File: config.mk
export PLATFORM = sky130hd
export DESIGN_NAME = microtile_bus_arbiter_flat
export DESIGN_NICKNAME = d
export VERILOG_FILES = /design/src/rtl/microtile_bus_arbiter_if.sv /design/src/rtl/microtile_bus_arbiter.sv /design/src/flat_wrapper.sv
export SDC_FILE = /design/constraint.sdc
export NUM_CORES = 1
export LEC_CHECK = 0
export ABC_CLOCK_PERIOD_IN_PS = 1680
export BUFFER_PORTS_ARGS = -buffer_cell sky130_fd_sc_hd__buf_2
export CAP_MARGIN = 30
export CORE_MARGIN = 1
export CORE_UTILIZATION = 42
export CTS_CLUSTER_DIAMETER = 100
export DETAILED_ROUTE_END_ITERATION = 6
export PLACE_DENSITY = 0.74
export RECOVER_POWER = 25
export SETUP_SLACK_MARGIN = 0.02
export SLEW_MARGIN = 20
export SYNTH_ARGS = -nofsm -noshare
export SYNTH_HDL_FRONTEND = slang
export SYNTH_SLANG_ARGS = --single-unit
export TNS_END_PERCENT = 20
File: constraint.sdc
create_clock -name clk -period 1.68 [get_ports clk]
set_clock_uncertainty 0.1 [all_clocks]
set_input_delay 0.084 -clock clk [delete_from_list [all_inputs] [get_ports clk]]
set_output_delay 0.084 -clock clk [all_outputs]
set_load 0.1 [all_outputs]
File: src/rtl/microtile_bus_arbiter_if.sv
// rtl/microtile_bus_arbiter_if.sv - requester and shared-bus signal bundle for the microtile bus arbiter
interface microtile_bus_arbiter_if #(
  parameter int N_REQ = 4,
  parameter int DW    = 8
);
  logic [N_REQ-1:0]    req;
  logic [N_REQ-1:0]    last;
  logic [N_REQ*DW-1:0] data;
  logic [N_REQ-1:0]    gnt;
  logic [DW-1:0]       bus_out;
  logic                bus_valid;
  logic [1:0]          bus_owner;
  logic                busy;
  logic                abort;
  logic                trunc;

  modport master (
    output req, last, data,
    input  gnt, bus_out, bus_valid, bus_owner, busy, abort, trunc
  );

  modport slave (
    input  req, last, data,
    output gnt, bus_out, bus_valid, bus_owner, busy, abort, trunc
  );
endinterface

File: src/rtl/microtile_bus_arbiter.sv
// rtl/microtile_bus_arbiter.sv - round-robin burst arbiter sharing one registered bus among requesters
module microtile_bus_arbiter #(
  parameter int N_REQ     = 4,
  parameter int DW        = 8,
  parameter int MAX_BURST = 8
) (
  input  logic                  clk,
  input  logic                  rst_n,
  microtile_bus_arbiter_if.slave arb
);
  typedef enum logic [1:0] {IDLE, XFER, GAP} state_t;

  state_t           state, state_d;
  logic [1:0]       ptr, ptr_d;
  logic [1:0]       owner, owner_d;
  logic [3:0]       beat_cnt, beat_cnt_d;
  logic [N_REQ-1:0] gnt_q, gnt_d;
  logic [DW-1:0]    bus_out_q, bus_out_d;
  logic             bus_valid_q, bus_valid_d;
  logic [1:0]       bus_owner_q, bus_owner_d;
  logic             abort_q, abort_d;
  logic             trunc_q, trunc_d;

  logic [1:0]       pick, cand;
  logic             found;
  logic             own_req, own_last;
  logic [DW-1:0]    own_data;

  assign own_req  = arb.req[owner];
  assign own_last = arb.last[owner];
  assign own_data = arb.data[int'(owner)*DW +: DW];

  // First requester at or after ptr, wrapping modulo N_REQ.
  always_comb begin
    pick  = '0;
    cand  = '0;
    found = 1'b0;
    for (int k = 0; k < N_REQ; k++) begin
      cand = 2'((int'(ptr) + k) % N_REQ);
      if (!found && arb.req[cand]) begin
        found = 1'b1;
        pick  = cand;
      end
    end
  end

  always_comb begin
    state_d     = state;
    ptr_d       = ptr;
    owner_d     = owner;
    beat_cnt_d  = beat_cnt;
    gnt_d       = gnt_q;
    bus_out_d   = '0;
    bus_valid_d = 1'b0;
    bus_owner_d = bus_owner_q;
    abort_d     = 1'b0;
    trunc_d     = 1'b0;
    case (state)
      IDLE: begin
        if (found) begin
          state_d    = XFER;
          owner_d    = pick;
          gnt_d      = N_REQ'(1) << pick;
          beat_cnt_d = '0;
        end
      end
      XFER: begin
        if (own_req) begin
          bus_out_d   = own_data;
          bus_valid_d = 1'b1;
          bus_owner_d = owner;
          beat_cnt_d  = beat_cnt + 4'd1;
          // last wins over the burst limit when both land on one beat
          if (own_last || beat_cnt_d == 4'(MAX_BURST)) begin
            state_d = GAP;
            gnt_d   = '0;
            trunc_d = !own_last;
          end
        end else begin
          state_d = GAP;
          gnt_d   = '0;
          abort_d = 1'b1;
        end
      end
      GAP: begin
        state_d = IDLE;
        ptr_d   = (int'(owner) == N_REQ - 1) ? 2'd0 : owner + 2'd1;
      end
      default: state_d = IDLE;
    endcase
  end

  always_ff @(posedge clk or negedge rst_n) begin
    if (!rst_n) begin
      state       <= IDLE;
      ptr         <= '0;
      owner       <= '0;
      beat_cnt    <= '0;
      gnt_q       <= '0;
      bus_out_q   <= '0;
      bus_valid_q <= 1'b0;
      bus_owner_q <= '0;
      abort_q     <= 1'b0;
      trunc_q     <= 1'b0;
    end else begin
      state       <= state_d;
      ptr         <= ptr_d;
      owner       <= owner_d;
      beat_cnt    <= beat_cnt_d;
      gnt_q       <= gnt_d;
      bus_out_q   <= bus_out_d;
      bus_valid_q <= bus_valid_d;
      bus_owner_q <= bus_owner_d;
      abort_q     <= abort_d;
      trunc_q     <= trunc_d;
    end
  end

  assign arb.gnt       = gnt_q;
  assign arb.bus_out   = bus_out_q;
  assign arb.bus_valid = bus_valid_q;
  assign arb.bus_owner = bus_owner_q;
  assign arb.busy      = (state != IDLE);
  assign arb.abort     = abort_q;
  assign arb.trunc     = trunc_q;
endmodule
File: src/flat_wrapper.sv
// flat-port wrapper written by rule: the top's interface ports become plain ports
module microtile_bus_arbiter_flat 
#(
  parameter int N_REQ     = 4,
  parameter int DW        = 8,
  parameter int MAX_BURST = 8
)
  (clk, rst_n, arb_req, arb_last, arb_data, arb_gnt, arb_bus_out, arb_bus_valid, arb_bus_owner, arb_busy, arb_abort, arb_trunc);
  microtile_bus_arbiter_if #(.N_REQ(N_REQ), .DW(DW)) arb_i ();
  input  logic clk;
  input  logic rst_n;
  input wire logic [$bits(arb_i.req)-1:0] arb_req;
  input wire logic [$bits(arb_i.last)-1:0] arb_last;
  input wire logic [$bits(arb_i.data)-1:0] arb_data;
  output wire logic [$bits(arb_i.gnt)-1:0] arb_gnt;
  output wire logic [$bits(arb_i.bus_out)-1:0] arb_bus_out;
  output wire logic [$bits(arb_i.bus_valid)-1:0] arb_bus_valid;
  output wire logic [$bits(arb_i.bus_owner)-1:0] arb_bus_owner;
  output wire logic [$bits(arb_i.busy)-1:0] arb_busy;
  output wire logic [$bits(arb_i.abort)-1:0] arb_abort;
  output wire logic [$bits(arb_i.trunc)-1:0] arb_trunc;
  assign arb_i.req = arb_req;
  assign arb_i.last = arb_last;
  assign arb_i.data = arb_data;
  assign arb_gnt = arb_i.gnt;
  assign arb_bus_out = arb_i.bus_out;
  assign arb_bus_valid = arb_i.bus_valid;
  assign arb_bus_owner = arb_i.bus_owner;
  assign arb_busy = arb_i.busy;
  assign arb_abort = arb_i.abort;
  assign arb_trunc = arb_i.trunc;
  microtile_bus_arbiter #(.N_REQ(N_REQ), .DW(DW), .MAX_BURST(MAX_BURST)) u_core (.clk(clk), .rst_n(rst_n), .arb(arb_i));
endmodule
### Word-level counts from Yosys, hierarchy flattened

Cells that the tools add are included.

| word-level totals | value |
|---|---|
| bits in registers | 27 |
| bits in latches | 0 |
| memory bits (writable) | 0 |
| memory bits (read-only) | 0 |
| input bits | 42 |
| output and inout bits | 18 |
| logic and storage cells | 86 |
| memories kept | 0 |

| operators by class | value |
|---|---|
| add/sub/neg operators | 5 |
| multiply operators | 0 |
| div/mod/pow operators | 0 |
| order comparisons | 5 |
| equality and inequality tests | 7 |
| shift-type cells | 2 |
| muxes and demuxes | 41 |
| bitwise gates (word level) | 0 |
| reductions and logical operators | 16 |

Operator list:

| kind | number |
|---|---|
| variable part select 32 x 6 -> 8 bit | 1 |
| 2-to-1 mux 4 bit | 5 |
| 2-to-1 mux 1 bit | 17 |
| 2-to-1 mux 2 bit | 8 |
| 2-to-1 mux 8 bit | 2 |
| one-hot mux 4 bit (2 select lines) | 2 |
| < comparator 2 x 3 -> 1 bit, second input constant | 5 |
| binary-select mux 1 bit (select 2 bit) | 6 |
| AND reduction 2 bit | 3 |
| AND reduction 3 bit | 2 |
| adder 2 x 1 -> 2 bit, second input constant | 2 |
| adder 2 bit, second input constant | 2 |
| adder 4 x 1 -> 4 bit, second input constant | 1 |
| == test 2 x 1 -> 1 bit, second input constant | 2 |
| == test 4 bit, second input constant | 1 |
| zero test 1 bit | 4 |
| != test 2 x 1 -> 1 bit, second input constant | 2 |
| one-hot mux 2 bit (2 select lines) | 1 |
| nonzero test 2 bit | 2 |
| << shifter 1 x 2 -> 4 bit, first input constant | 1 |
| logical AND 1 bit | 3 |
| != test 3 bit, second input constant | 1 |
| == test 2 bit, second input constant | 1 |
| zero test 2 bit | 1 |
| logical OR 1 bit | 1 |

### Logic depth before layout (Yosys ltp)

| logic depth | value |
|---|---|
| depth after elaboration | 15 |
| depth in mapped cells | 5 |
| mapped depth without buffers | 5 |

### Worst setup path after synthesis

Ideal clock, no wire load.

| timing | value |
|---|---|
| path kind | register to register |
| start point | register u_core.state[0] |
| end point | register u_core.gnt_q[3], in the netlist u_core.arb.gnt[3] |
| library setup time | 0.075 ns |
| arrival time | 1.809 ns |
| required time | 1.505 ns |
| path slack | -0.304 ns |
| cell stages (with the launch flop) | 6 |
| path buffers | 1 |
| period minus slack after synthesis | 1.984 ns |
| cells stage by stage | dfrtp_1 > or2_4 > or2_1 > buf_6 > or4_4 > o2bb2ai_2 |

| between the ends | value |
|---|---|
| cells in the longest elaborated chain, start to end | 3 |
| elaborated cells between the ends (all ways) | 7 |
| classes of those cells | eq/ne (3); mux (1); reduce/logical (3) |

RTL lines:

| item | line | text |
|---|---|---|
| start, declared | microtile_bus_arbiter.sv:13 | `state_t state, state_d;` |
| start signal, assigned | microtile_bus_arbiter.sv:106 | `state <= state_d;` |
| == test 2 x 1 -> 1 bit or zero test 2 bit (tied branches) | microtile_bus_arbiter.sv:58 | `case (state)` |
| != test 3 bit (no line) (tied with other cells) | - |  |
| AND reduction 3 bit (no line) | - |  |
| end signal, assigned | microtile_bus_arbiter.sv:110 | `gnt_q <= gnt_d;` |
| end, declared | microtile_bus_arbiter.sv:17 | `logic [N_REQ-1:0] gnt_q, gnt_d;` |

Several ways; a longest one is shown, not always the timed one.
A chain may end at the register's enable or synchronous reset.

### Worst setup path in the final report

| timing | value |
|---|---|
| start point | register u_core.owner[0] |
| end point | register u_core.bus_owner_q[1], in the netlist u_core.arb.bus_owner[1] |

| between the ends | value |
|---|---|
| cells in the longest elaborated chain, start to end | 3 |

RTL lines:

| item | line | text |
|---|---|---|
| start, declared | microtile_bus_arbiter.sv:15 | `logic [1:0] owner, owner_d;` |
| start signal, assigned | microtile_bus_arbiter.sv:108 | `owner <= owner_d;` |
| binary-select mux 1 bit (select 2 bit) | microtile_bus_arbiter.sv:29 | `assign own_req = arb.req[owner];` |
| 2-to-1 mux 1 bit (not written as such) | microtile_bus_arbiter.sv:29 |  |
| AND reduction 2 bit (no line) | - |  |
| end signal, assigned | microtile_bus_arbiter.sv:113 | `bus_owner_q <= bus_owner_d;` |
| end, declared | microtile_bus_arbiter.sv:20 | `logic [1:0] bus_owner_q, bus_owner_d;` |

No other way between the ends. The select of a mux whose other input is x is not followed.

==> key figures <==
Clock network
  – H-tree level count: 1
  – CTS buffer count: 3
  – CTS Sinks: 27
  – Clock Root Buffer: clkbuf_4
  – CTS tree: done
  – Clk buf depth: 2
  – CTS clk-pin slew, worst paths: 0.15 ns
  – Worst skew pair latency: 0.32 ns

Min path
  – Min-Delay Startpoint: arb_data[18]
  – Worst Hold Class: in2reg
  – Worst hold stages: 3
  – Worst Hold Endpoint: u_core.arb.bus_out[2]

Yosys
  – Cell variety after synth: 37
  – Post-synth top area share: 47.7%
  – Syn Nets: 157
  – Count leader, synth: dfrtp_1
  – FF+latch count, synth: 27
  – Post-synth top area cell: dfrtp_1
  – Post-synth ARST share: 100%
  – Synth top cells by count: 27 x dfrtp_1, 10 x mux4_2, 9 x nor2b_1
  – Mapped cell area: 0.00142 mm^2
  – Seq/Total Area, Yosys: 47.7%
  – Synth warn: 0
  – Main synth FF type: dfrtp_1
  – EDFF count, synth: 0
  – Synth top area cells: dfrtp_1 48%, mux4_2 16%, nor2b_1 4.0%
  – Post-Syn Instances: 113
  – Synthesized area per cell: 12.5 um^2

Layout
  – Synth-to-Final Area Change: 35.4%
  – Final nets: 231
  – N_diodes: 0
  – Share of layout cells above drive strength 1: 55.4%
  – Fillcell total: 251
  – Final core occ: 61.4%
  – Area occupied by registers: 677 um^2
  – Multi-input logic area: 729 um^2

Critical path
  – CP endpoint kind: register
  – Reg2Reg Setup Slack: -0.04 ns
  – WP data arrival: 1.83 ns
  – WP data required: 1.79 ns
  – Worst R2R End: u_core.arb.bus_owner[1]
  – Critical path type: reg2reg
  – Critical Path Start Type: register
  – CP Max Fanout: 5
  – Reg2Reg Depth: 4
  – RR Startpoint: u_core.owner[0]

Power and ir drop
  – Sequential power share: 25.6%
  – Pwr Density: 2110 mW/mm^2
  – Sw frac: 54.2%
  – Worst-case vdd ir drop: 0.988 mV
  – Clock power share: 6.9%
  – Pleak: 0.974 nW
  – Logic gate share of total power: 67.4%
  – Switching Power: 2.19 mW
  – Int Power: 1.86 mW

Placed design
  – Gp weighted congestion: 0.804
  – I/O Buffers: 59
  – DPL Wire Length: 2550 um

Routing
  – Routed WL: 3340 um
  – Vias per cell: 5.18
  – Routed wire per std cell: 14.5 um
  – Drt initial violations: 74
  – Post-DRT Antenna Nets: 0
  – First-pass iteration count of the detailed router: 4
  – # DRC: 0
  – Via Count: 1191

GRT
  – Grt ovf: 0
  – First-pass GRT wire length: 5530 um
  – Vias in the first global route: 1240
  – GR Util All Layers: 20.9%
  – Initial antenna violation count: 0
  – Largest net degree at the start of global routing: 28

Floorplan
  – Area of the core: 0.00313 mm^2
  – Rows: 20
  – Initial Utilization: 45.3%
  – Die width: 60.1 um
  – DIE AREA: 0.00361 mm^2
  – I/O pin cnt: 60
  – Die height: 60.1 um

Timing
  – Max Slew Vio Count: 0
  – RSZ-0062 raised after global routing: true
  – Fmax: 0.582 GHz
  – Slew HR: 55.8%
  – Setup ws final: -0.0396 ns
  – # setup viols final: 8
  – Fin crit share: 102%
  – Final count of hold timing violations: 0
  – Least-Margin Pin Slew: 0.663 ns
  – Final worst path period need: 1.72 ns
  – Hold Slack: 0.0931 ns

Status
  – Failing checks: negative setup slack
  – Run status: finished, violations left

Job
  – Max-cap violations: 0
[cells by family (layout without fill, tap and decap cells)]
family / after synthesis / after routing / synth area share [%]
buf+inv: 9 / 82 / 3.18
xor+xnor: 1 / 1 / 0.618
compound gates: 20 / 20 / 11.3
fa+ha+maj: 2 / 2 / 1.76
flops: 27 / 27 / 47.7
mux: 16 / 16 / 20.4
simple gates: 38 / 38 / 15.1
[worst max-delay path, cell delays in order (launching register included)]
cell	delay [ns]
dfrtp_1	0.40
mux4_2	0.51
nand3b_1	0.15
buf_6	0.15
mux2_4	0.30
[flip-flops by register name, summed over array words and instances (netlist names)]
register,count
u_core.arb.trunc,1
u_core.arb.bus_valid,1
u_core.arb.bus_owner,2
u_core.arb.abort,1
u_core.arb.gnt,4
u_core.arb.bus_out,8
u_core.ptr,2
u_core.beat_cnt,4
u_core.owner,2
u_core.state,2
[power groups by stage]
stage / Clock [mW] / Sequential (mW) / Combinational [mW]
5_1_grt: 0.309 / 1.07 / 2.89
3_5_place_dp: 0 / 1.06 / 2.60
3_3_place_gp: 0 / 1.04 / 2.54
4_1_cts: 0.282 / 1.03 / 2.70
6_report: 0.280 / 1.04 / 2.73
2_1_floorplan: 0 / 2.07 / 1.02
[metrics by stage]
| stage | setup slack (ns) | std cells | power, mW | TNS (ns) | instance area, um^2 |
|---|---|---|---|---|---|
| floorplan | -0.193 | 113 | 3.09 | -0.855 | 1420 |
| global placement | -0.0500 | 223 | 3.57 | -0.100 | 1830 |
| detailed placement | -0.0979 | 223 | 3.66 | -0.245 | 1830 |
| CTS | -0.0267 | 230 | 4.02 | -0.0432 | 1900 |
| global route | -0.115 | 230 | 4.27 | -1.08 | 1920 |
| finish | -0.0396 | 230 | 4.05 | -0.109 | 1920 |
[per-layer routing]
layer  wire (um)  share of wire (%)  track usage [%]
met4          28               0.84             5.98
met5           0                  0                0
met2        1780                 53             36.8
met3         107                3.2             2.81
met1        1430                 43             26.8
[layout by cell type (no fill, tap or decap), types with 2 or more instances in the layout]
master and instances:
o31ai_1 2, nor2_1 5, nor2b_1 9, o21ai_0 3
mux2i_1 3, ha_1 2, dfrtp_1 26, buf_4 11
or2_4 2, a21oi_1 3, mux2_4 2, buf_2 59
nand2_1 8, a32o_1 2, inv_1 4, clkbuf_4 3
nand3b_1 3, a31o_2 2, buf_6 2, mux4_2 10
[area by class of cell]
| type | instances | area share (%) |
|---|---|---|
| Inverter | 4 | 0.782 |
| Tap cell | 44 | 2.87 |
| Clock buffer | 3 | 1.17 |
| Clock inverter | 1 | 0.261 |
| Sequential cell | 27 | 35.3 |
| Multi-Input combinational cell | 77 | 38.0 |
| Timing Repair Buffer | 74 | 21.6 |
[worst max-delay path by stage]
stage | startpoint | to | slack, ns | depth (start not counted)
2_1_floorplan | u_core.state[1] | u_core.arb.gnt[3] | -0.19 | 5
3_3_place_gp | u_core.owner[0] | u_core.arb.bus_owner[0] | -0.05 | 4
3_5_place_dp | u_core.owner[0] | u_core.arb.bus_owner[1] | -0.1 | 4
4_1_cts | u_core.owner[0] | u_core.arb.bus_owner[1] | -0.03 | 4
5_1_grt | u_core.owner[0] | u_core.arb.bus_owner[1] | -0.11 | 4
6_report | u_core.owner[0] | u_core.arb.bus_owner[1] | -0.04 | 4
[what timing repair did]
| item | CTS | global route |
|---|---|---|
| endpoints found under the setup margin | 11 | 21 |
| setup buffers | 1 | 0 |
| hold buffers | 1 | 0 |
| hold endpoints to repair | 27 | 0 |
| cloned | 1 | 0 |
| pin swaps | 2 | 1 |
| resized for setup | 5 | 6 |
Note: power is estimated with default switching activity, not from simulation.
